<file path="config.mk">
export PLATFORM = sky130hd
export DESIGN_NAME = div_mod_unit
export DESIGN_NICKNAME = d
export VERILOG_FILES = /design/src/rtl/div_mod_pkg.sv /design/src/rtl/div_step.sv /design/src/rtl/div_mod_unit.sv
export SDC_FILE = /design/constraint.sdc
export NUM_CORES = 1
export LEC_CHECK = 0
export BUFFER_PORTS_ARGS = -buffer_cell sky130_fd_sc_hd__buf_2
export CELL_PAD_IN_SITES_DETAIL_PLACEMENT = 1
export CELL_PAD_IN_SITES_GLOBAL_PLACEMENT = 2
export CORE_MARGIN = 1.5
export CORE_UTILIZATION = 36
export CTS_CLUSTER_DIAMETER = 60
export CTS_CLUSTER_SIZE = 30
export DETAILED_ROUTE_END_ITERATION = 6
export GPL_TIMING_DRIVEN = 0
export PLACE_DENSITY = 0.91
export SLEW_MARGIN = 10
export SYNTH_ARGS = -nofsm -noshare
export SYNTH_HDL_FRONTEND = slang
export SYNTH_SLANG_ARGS = --single-unit
</file>
<file path="constraint.sdc">
create_clock -name clk -period 3.9 [get_ports clk]
set_clock_uncertainty 0.1 [all_clocks]
set_input_delay 0.78 -clock clk [delete_from_list [all_inputs] [get_ports clk]]
set_output_delay 0.78 -clock clk [all_outputs]
set_load 0.01 [all_outputs]
</file>
<file path="src/rtl/div_mod_pkg.sv">
// rtl/div_mod_pkg.sv - shared width, state type and divide-by-zero constant for the divider
package div_mod_pkg;

   localparam int DIV_WIDTH = 16;

   typedef enum logic [1:0] {
      IDLE = 2'd0,
      RUN  = 2'd1,
      DONE = 2'd2
   } state_t;

   // Quotient reported when the divisor is zero
   localparam logic [DIV_WIDTH-1:0] DIV0_QUOTIENT = '1;

endpackage

</file>
<file path="src/rtl/div_step.sv">
// rtl/div_step.sv - one combinational restoring-division step
module div_step #(
   parameter int WIDTH = 16
) (
   input  logic [WIDTH:0]   rem_i,
   input  logic             bit_i,
   input  logic [WIDTH-1:0] divisor_i,
   output logic [WIDTH:0]   rem_o,
   output logic             qbit_o
);

   // Two extra bits: one for the shifted-in dividend bit, one to expose the borrow
   logic [WIDTH+1:0] shifted;
   logic [WIDTH+1:0] diff;

   assign shifted = {rem_i, bit_i};
   assign diff    = shifted - {2'b00, divisor_i};

   // The partial remainder is always below the divisor, so the shifted value fits in
   // WIDTH+1 bits and the top bit of the difference is a clean borrow flag
   assign qbit_o = ~diff[WIDTH+1];
   assign rem_o  = qbit_o ? diff[WIDTH:0] : shifted[WIDTH:0];

endmodule

</file>
<file path="src/rtl/div_mod_unit.sv">
// rtl/div_mod_unit.sv - multi-cycle unsigned restoring divider returning quotient and remainder
module div_mod_unit
   import div_mod_pkg::*;
#(
   parameter int WIDTH = DIV_WIDTH
) (
   input  logic             clk,
   input  logic             rst_n,
   input  logic             start,
   input  logic [WIDTH-1:0] inputA,
   input  logic [WIDTH-1:0] inputB,
   output logic             busy,
   output logic             done,
   output logic [WIDTH-1:0] quotient,
   output logic [WIDTH-1:0] remainder,
   output logic             error
);

   localparam int                CNT_W     = $clog2(WIDTH);
   localparam logic [CNT_W-1:0]  LAST_STEP = CNT_W'(WIDTH - 1);

   state_t           state_q;
   logic [CNT_W-1:0] cnt_q;
   // Dividend bits leave at the MSB while quotient bits enter at the LSB, so after
   // WIDTH steps this register holds the quotient
   logic [WIDTH-1:0] aq_q;
   logic [WIDTH-1:0] b_q;
   logic [WIDTH:0]   rem_q;
   logic             busy_q;
   logic             done_q;
   logic             error_q;
   logic [WIDTH-1:0] quotient_q;
   logic [WIDTH-1:0] remainder_q;

   logic [WIDTH:0]   rem_d;
   logic             qbit_d;
   logic [WIDTH-1:0] aq_d;

   div_step #(.WIDTH(WIDTH)) u_step (
      .rem_i     (rem_q),
      .bit_i     (aq_q[WIDTH-1]),
      .divisor_i (b_q),
      .rem_o     (rem_d),
      .qbit_o    (qbit_d)
   );

   assign aq_d = {aq_q[WIDTH-2:0], qbit_d};

   // Control FSM plus datapath registers; all outputs come straight from flops
   always_ff @(posedge clk) begin
      if (!rst_n) begin
         state_q     <= IDLE;
         cnt_q       <= '0;
         aq_q        <= '0;
         b_q         <= '0;
         rem_q       <= '0;
         busy_q      <= 1'b0;
         done_q      <= 1'b0;
         error_q     <= 1'b0;
         quotient_q  <= '0;
         remainder_q <= '0;
      end else begin
         case (state_q)
            IDLE: begin
               if (start) begin
                  aq_q   <= inputA;
                  b_q    <= inputB;
                  rem_q  <= '0;
                  cnt_q  <= '0;
                  busy_q <= 1'b1;
                  if (inputB == '0) begin
                     state_q     <= DONE;
                     done_q      <= 1'b1;
                     quotient_q  <= DIV0_QUOTIENT;
                     remainder_q <= inputA;
                     error_q     <= 1'b1;
                  end else begin
                     state_q <= RUN;
                  end
               end
            end
            RUN: begin
               aq_q  <= aq_d;
               rem_q <= rem_d;
               cnt_q <= cnt_q + 1'b1;
               if (cnt_q == LAST_STEP) begin
                  state_q     <= DONE;
                  done_q      <= 1'b1;
                  quotient_q  <= aq_d;
                  remainder_q <= rem_d[WIDTH-1:0];
                  error_q     <= 1'b0;
               end
            end
            DONE: begin
               state_q <= IDLE;
               busy_q  <= 1'b0;
               done_q  <= 1'b0;
            end
            default: begin
               state_q <= IDLE;
               busy_q  <= 1'b0;
               done_q  <= 1'b0;
            end
         endcase
      end
   end

   assign busy      = busy_q;
   assign done      = done_q;
   assign error     = error_q;
   assign quotient  = quotient_q;
   assign remainder = remainder_q;

endmodule

</file>
==> results of run 1 <==
==> Yosys cell counts (5+ instances only) <==
cell      instances  share of area [%]
o221a_2          15                3.7
and3_1           10                1.4
buf_2             5               0.55
nand3_1           8               0.87
o21ai_1           6               0.65
inv_1            21                1.7
o211ai_1          5               0.82
nor2_1           47                3.8
nand2_1         100                8.2
o22ai_1           9                1.2
dfxtp_1          90                 39
a311oi_1         14                2.7
nor3_1            7               0.76
mux2i_1          16                3.5
ha_1             17                4.6
a31oi_1           8                1.1
xnor2_1           8                1.5
o21ai_0          22                2.4
a21oi_1          51                5.6
nand4_1           5               0.68
clkbuf_1         28                2.3
xor2_1            5               0.95
==> kinds of logic after synthesis <==
family | synth area share, %
compound gates | 23.5
xor+xnor | 3.08
fa+ha+maj | 5.07
buf+inv | 5.23
flops | 39.2
mux | 3.73
simple gates | 20.2
==> through the flow <==
stage / util (%) / worst slack, ns / instances
finish: 43.4 / 0.541 / 817
global route: 43.4 / 0.392 / 817
global placement: 41.2 / 0.224 / 801
CTS: 43.4 / 0.553 / 817
detailed placement: 41.2 / 0.193 / 801
floorplan: - / 1.21 / 560
==> routing by layer <==
layer	vias to the layer above	wire length, microns	GRT usage (%)
li1	2176	-	-
met1	2131	6680	27.6
met2	87	7030	39.5
met3	16	557	3.82
met4	0	204	7.15
met5	-	0	0
==> worst max-delay path: cells and delay by family <==
family | cells | cell delay (ns)
buffers and inverters | 3 | 0.74
AND/OR/NAND/NOR | 2 | 0.72
AO/OA/AOI/OAI | 4 | 1.30
==> report_power, final <==
part	switching, mW	internal (mW)
logic	1.03	0.715
registers	0.105	1.05
clock network	0.404	0.438
total	1.54	2.20
==> state kept, by name, summed over array words and instances (netlist names) <==
register and flops:
busy 1, state_q 2, b_q 16, aq_q 16, error 1, cnt_q 4
rem_q 17, remainder 16, done 1, quotient 16
==> layout by cell type, fill, tap and decap left out, drive strengths merged, types with 3 or more instances in the layout <==
cell type,n
o21ai,28
a21o,4
nand3,8
inv,24
nand2,100
o221a,15
nor3,8
nand2b,4
ha,17
and4,3
clkbuf,39
dfxtp,90
xor2,5
clkinvlp,3
nor2,47
nand4,5
or3,3
xnor2,9
and3,10
buf,76
o221ai,3
a21oi,53
a311oi,14
a31oi,8
o22ai,9
mux2i,16
nand3b,3
o211ai,5
nor4,4
a211oi,4
==> area by class of cell <==
type                            count  area share, %
Clock inverter                      6          0.899
Tap cell                          172           3.96
Timing Repair Buffer               69           6.36
Sequential cell                    90           33.2
Multi-Input combinational cell    412           46.9
Buffer                             36           2.90
Inverter                           22           1.52
Clock buffer                       10           4.22
==> worst max-delay path by stage <==
stage               cells after the start             to  slack, ns
finish                                  9   remainder[2]       0.54
global route                            9   remainder[0]       0.39
CTS                                     9   remainder[2]       0.55
detailed placement                      9   remainder[2]       0.19
global placement                        9   remainder[2]       0.22
floorplan                               9  remainder[14]       1.21
==> impl_metrics.yaml, run 1 <==
run_status:
  status: "complete, no violations"
logic_synthesis:
  synthArstFlopShare_pct: 0
  yosysUniqueCellTypes: 61
  ys_ff_latch: 90
  netlist_instances: 560
  ys_warn_count: 0
  synth_area_per_cell_sq_um: 8.20
  synth_edf_count: 0
  synth-main-ff-cell: "dfxtp_1"
  netlist_area_sq_um: 4590
  syn-num-nets: 613
  synth-seq-area-share_pct: 39.2
cells_and_area:
  area_growth_pct: 18.3
  nFillCells: 1578
  final_nets: 693
  drive_above_1_share_pct: 18.1
  multi_input_area_sq_um: 2550
  regArea_sq_um: 1800
  design_area_sq_um: 5430
  antenna_cells: 0
sta:
  holdWs_ns: 0.360
  tightest_slew_ns: 0.872
  hold_viol: 0
  finalSetupViolCount: 0
  slew_viol_final: 0
  finalCritPeriodShare_pct: 86.1
  fmax_ghz: 0.298
  period_needed_ns: 3.36
  rsz0062_at_grt: "false"
  fin_setup_tns_ns: 0
  relSlewSlack_pct: 41.5
setup_path:
  crit_path_max_incr_delay_ns: 0.79
  timing.rr.start: "b_q[6]"
  r2r-end: "remainder[15]"
  rrSetupSlack_ns: 0.66
  path_class: "primary input to register"
  reg2reg_depth: 10
  critPathMostFrequentCell: "buf_2"
  worstSetupStartpoint: "inputB[15]"
  cp-start-kind: "primary input"
  crit_arrival_ns: 3.55
  critPathRequiredTime_ns: 4.09
  crit_slowest_cell: "a211oi_1"
  crit_fanout: 10
  crit_path_cell_trace: "buf_2, nor4_1, and4_1, o21ai_0, a211oi_1, buf_2, buf_2, o21ai_0, a31oi_1"
  endpoint_kind: "register"
clock_tree:
  clk_pin_slew_ns: 0.07
  cts_hold_buf: 0
  cts_tree: "done"
  cts_buffers: 9
  clkSinkCount: 90
  post-cts-setup-buffers: 0
  htree_levels: 3
  cts_root_buf: "clkbuf_16"
  clkLatencyLatePin_ns: 0.36
  ctsResizeCount: 0
  cts_buffer_depth: 2
placed_design:
  gp_congestion: 0.863
  io_buffers: 69
  dp_hpwl_microns: 11500
  placed_area_sq_um: 5150
global_routing:
  grt_max_degree: 17
  grt_pass1_wl_microns: 23000
  grt_antenna_before_repair: 0
  grt_pass1_vias: 4495
  grt_overflow_total: 0
  grt_use_total_pct: 22.3
floorplanning:
  initial_core_util_pct: 36.7
  dieArea_sq_um: 13400
  chipHeight_microns: 116
  die_width_microns: 116
  core_sq_um: 12500
  rows: 41
  io_pins: 70
drt:
  wl_microns: 14500
  wl_per_cell_microns: 17.7
  vias: 4410
  drt_first_pass_iters: 4
  antenna_left: 0
  via_per_inst: 5.40
  drc: 0
  drt_iter0_markers: 222
hold_path:
  holdPathStages: 2
  whs_endpoint: "b_q[13]"
  min_path_type: "register to register"
  hp-start: "b_q[13]"
run:
  drv_cap: 0
pwr:
  p_total_mw: 3.74
  ir_worst_vdd_uv: 264
  leakage_nw: 2.23
  power_density_nw_per_um2: 689
Note: power is estimated with default switching activity, not from simulation.
==> run 2, diff against run 1 <==
--- a/config.mk
+++ b/config.mk
@@ -9,12 +9,12 @@
 export CELL_PAD_IN_SITES_DETAIL_PLACEMENT = 1
 export CELL_PAD_IN_SITES_GLOBAL_PLACEMENT = 2
 export CORE_MARGIN = 1.5
-export CORE_UTILIZATION = 36
+export CORE_UTILIZATION = 34
 export CTS_CLUSTER_DIAMETER = 60
 export CTS_CLUSTER_SIZE = 30
 export DETAILED_ROUTE_END_ITERATION = 6
 export GPL_TIMING_DRIVEN = 0
-export PLACE_DENSITY = 0.91
+export PLACE_DENSITY = 0.87
 export SLEW_MARGIN = 10
 export SYNTH_ARGS = -nofsm -noshare
 export SYNTH_HDL_FRONTEND = slang
==> constraint.sdc (replaced) <==
create_clock -name clk -period 3.1 [get_ports clk]
set_clock_uncertainty 0.1 [all_clocks]
set_input_delay 0.62 -clock clk [delete_from_list [all_inputs] [get_ports clk]]
set_output_delay 0.62 -clock clk [all_outputs]
set_load 0.01 [all_outputs]
==> run 2 against run 1 <==
  * Via count rose by 1.2%
  * Total power rose by 34%
  * Register-to-register slack got worse by 0.46 ns
  * Clock power rose by 39%
  * First-iteration DRC count rose by 11%
  * Count of clock-buffer cells in the layout rose by 1
  * Routed wire length rose by 1.7%
  * Non-clock buffer count rose by 6
  * Flip-flop and latch count did not move
==> impl_metrics.yaml, run 2 (same netlist as run 1, synthesis figures left out) <==
clock_tree:
  clkSinkCount: 90
  clk_pin_slew_ns: 0.07
  cts_hold_buf: 0
  cts_buffers: 9
  clkLatencyLatePin_ns: 0.35
  cts_root_buf: "clkbuf_16"
  cts_buffer_depth: 2
  cts_tree: "done"
  htree_levels: 3
setup_path:
  crit_path_cell_trace: "inv_1, ha_1, inv_1, fa_1, a211oi_1, o21bai_1, a21oi_2, or4_1, o41ai_2, o41a_1, a31oi_1"
  path_class: "register to register"
  critPathRequiredTime_ns: 3.28
  worstSetupStartpoint: "aq_q[15]"
  endpoint_kind: "register"
  crit_slowest_cell: "o41a_1"
  critPathMostFrequentCell: "inv_1"
  crit_fanout: 5
  crit_path_max_incr_delay_ns: 0.46
  crit_arrival_ns: 3.08
  cp-start-kind: "register"
  timing.rr.start: "aq_q[15]"
sta:
  fin_ws_ns: 0.201
  period_needed_ns: 2.90
  finalCritPeriodShare_pct: 93.5
  fmax_ghz: 0.345
  tightest_slew_ns: 0.608
  hold_viol: 0
  relSlewSlack_pct: 59.4
  rsz0062_at_grt: "false"
  fin_setup_tns_ns: 0
  finalSetupViolCount: 0
  slew_viol_final: 0
drt:
  antenna_left: 0
  via_per_inst: 5.40
  wl_per_cell_microns: 17.8
  wl_microns: 14700
  drc: 0
  drt_first_pass_iters: 4
  vias: 4462
  drt_iter0_markers: 246
cells_and_area:
  antenna_cells: 0
  final_nets: 699
  area_growth_pct: 20.6
  mostFrequentLayoutCells: "nand2_1, dfxtp_1, buf_2"
  largest_reg_flops: 17
  instances_no_fill: 827
  final_common_cell: "nand2_1"
  drive_above_1_share_pct: 20.0
  design_area_sq_um: 5540
  top_register: "rem_q"
floorplanning:
  die_width_microns: 119
  chipHeight_microns: 119
  core_sq_um: 13200
  dieArea_sq_um: 14200
  io_pins: 70
  initial_core_util_pct: 34.8
  rows: 42
global_routing:
  grt_use_total_pct: 21.3
  grt_pass1_vias: 4579
  grt_max_degree: 16
  grt_antenna_before_repair: 0
  grt_pass1_wl_microns: 23600
  grt_overflow_total: 0
hold_path:
  hp-start: "b_q[11]"
  min_path_type: "register to register"
run:
  drv_cap: 0
run_status:
  status: "complete, no violations"
placed_design:
  gp_congestion: 0.915
  dp_hpwl_microns: 11700
  dp_cells: 805
  placed_area_sq_um: 5160
  io_buffers: 69
  place_ws_ns: -0.627
pwr:
  p_total_mw: 5.00
  ir_worst_vdd_uv: 311
  leakage_nw: 2.28
  power_density_nw_per_um2: 904
run 2: changes by cell type in the layout (fill, tap and decap cells not counted), sizes merged:
| cell | before | now |
|---|---|---|
| buf | 76 | 82 |
| bufinv | 0 | 1 |
| clkbuf | 39 | 40 |
| clkinv | 1 | 0 |
| inv | 24 | 23 |
run 2: path summary, 6_finish.rpt:
path | cells after the start | end | slack [ns]
min | 2 | b_q[11] | 0.35
max | 11 | remainder[12] | 0.20
min reg2reg | 2 | b_q[11] | 0.35
max reg2reg | 11 | remainder[12] | 0.20
run 2: timing repair:
action,4_1_cts,5_1_grt
cloned,0,0
hold endpoints to repair,0,0
pin swaps,1,3
endpoints found under the setup margin,23,15
buffers inserted,2,4
resized for setup,2,5
run 2: metal layers:
layer	global-route usage, %	wire (microns)
met3	3.50	655
met5	0	0
met1	27.2	6770
met2	35.8	7000
met4	8.21	303
run 2: report_power, final:
group / switching (mW) / internal, mW
combinational: 1.34 / 1.04
clock: 0.496 / 0.672
sequential: 0.136 / 1.32
run 2: metrics by stage:
step | hold slack [ns] | utilization (%)
after global placement | 0.346 | 39.1
after floorplan | 0.336 | -
final | 0.354 | 42.0
after CTS | 0.357 | 41.6
after detailed placement | 0.347 | 39.1
after global routing | 0.384 | 42.0
run 2: worst max-delay path: cells and delay by family (launching register included):
family	cells	cell delay [ns]
DFF	1	0.32
buffers and inverters	2	0.19
adders and majority gates	2	0.61
and+or+nand+nor	1	0.17
AOI/OAI and AO/OA	6	1.44
run 2: cell type report:
| cell class | count | area, sq um |
|---|---|---|
| Buffer | 36 | 158 |
| Sequential cell | 90 | 1800 |
| Fill cell | 1639 | 7650 |
| Multi-Input combinational cell | 412 | 2570 |
| Timing Repair Buffer | 75 | 390 |
| Clock inverter | 5 | 61.3 |
| Tap cell | 176 | 220 |
| Clock buffer | 11 | 253 |
| Inverter | 22 | 82.6 |
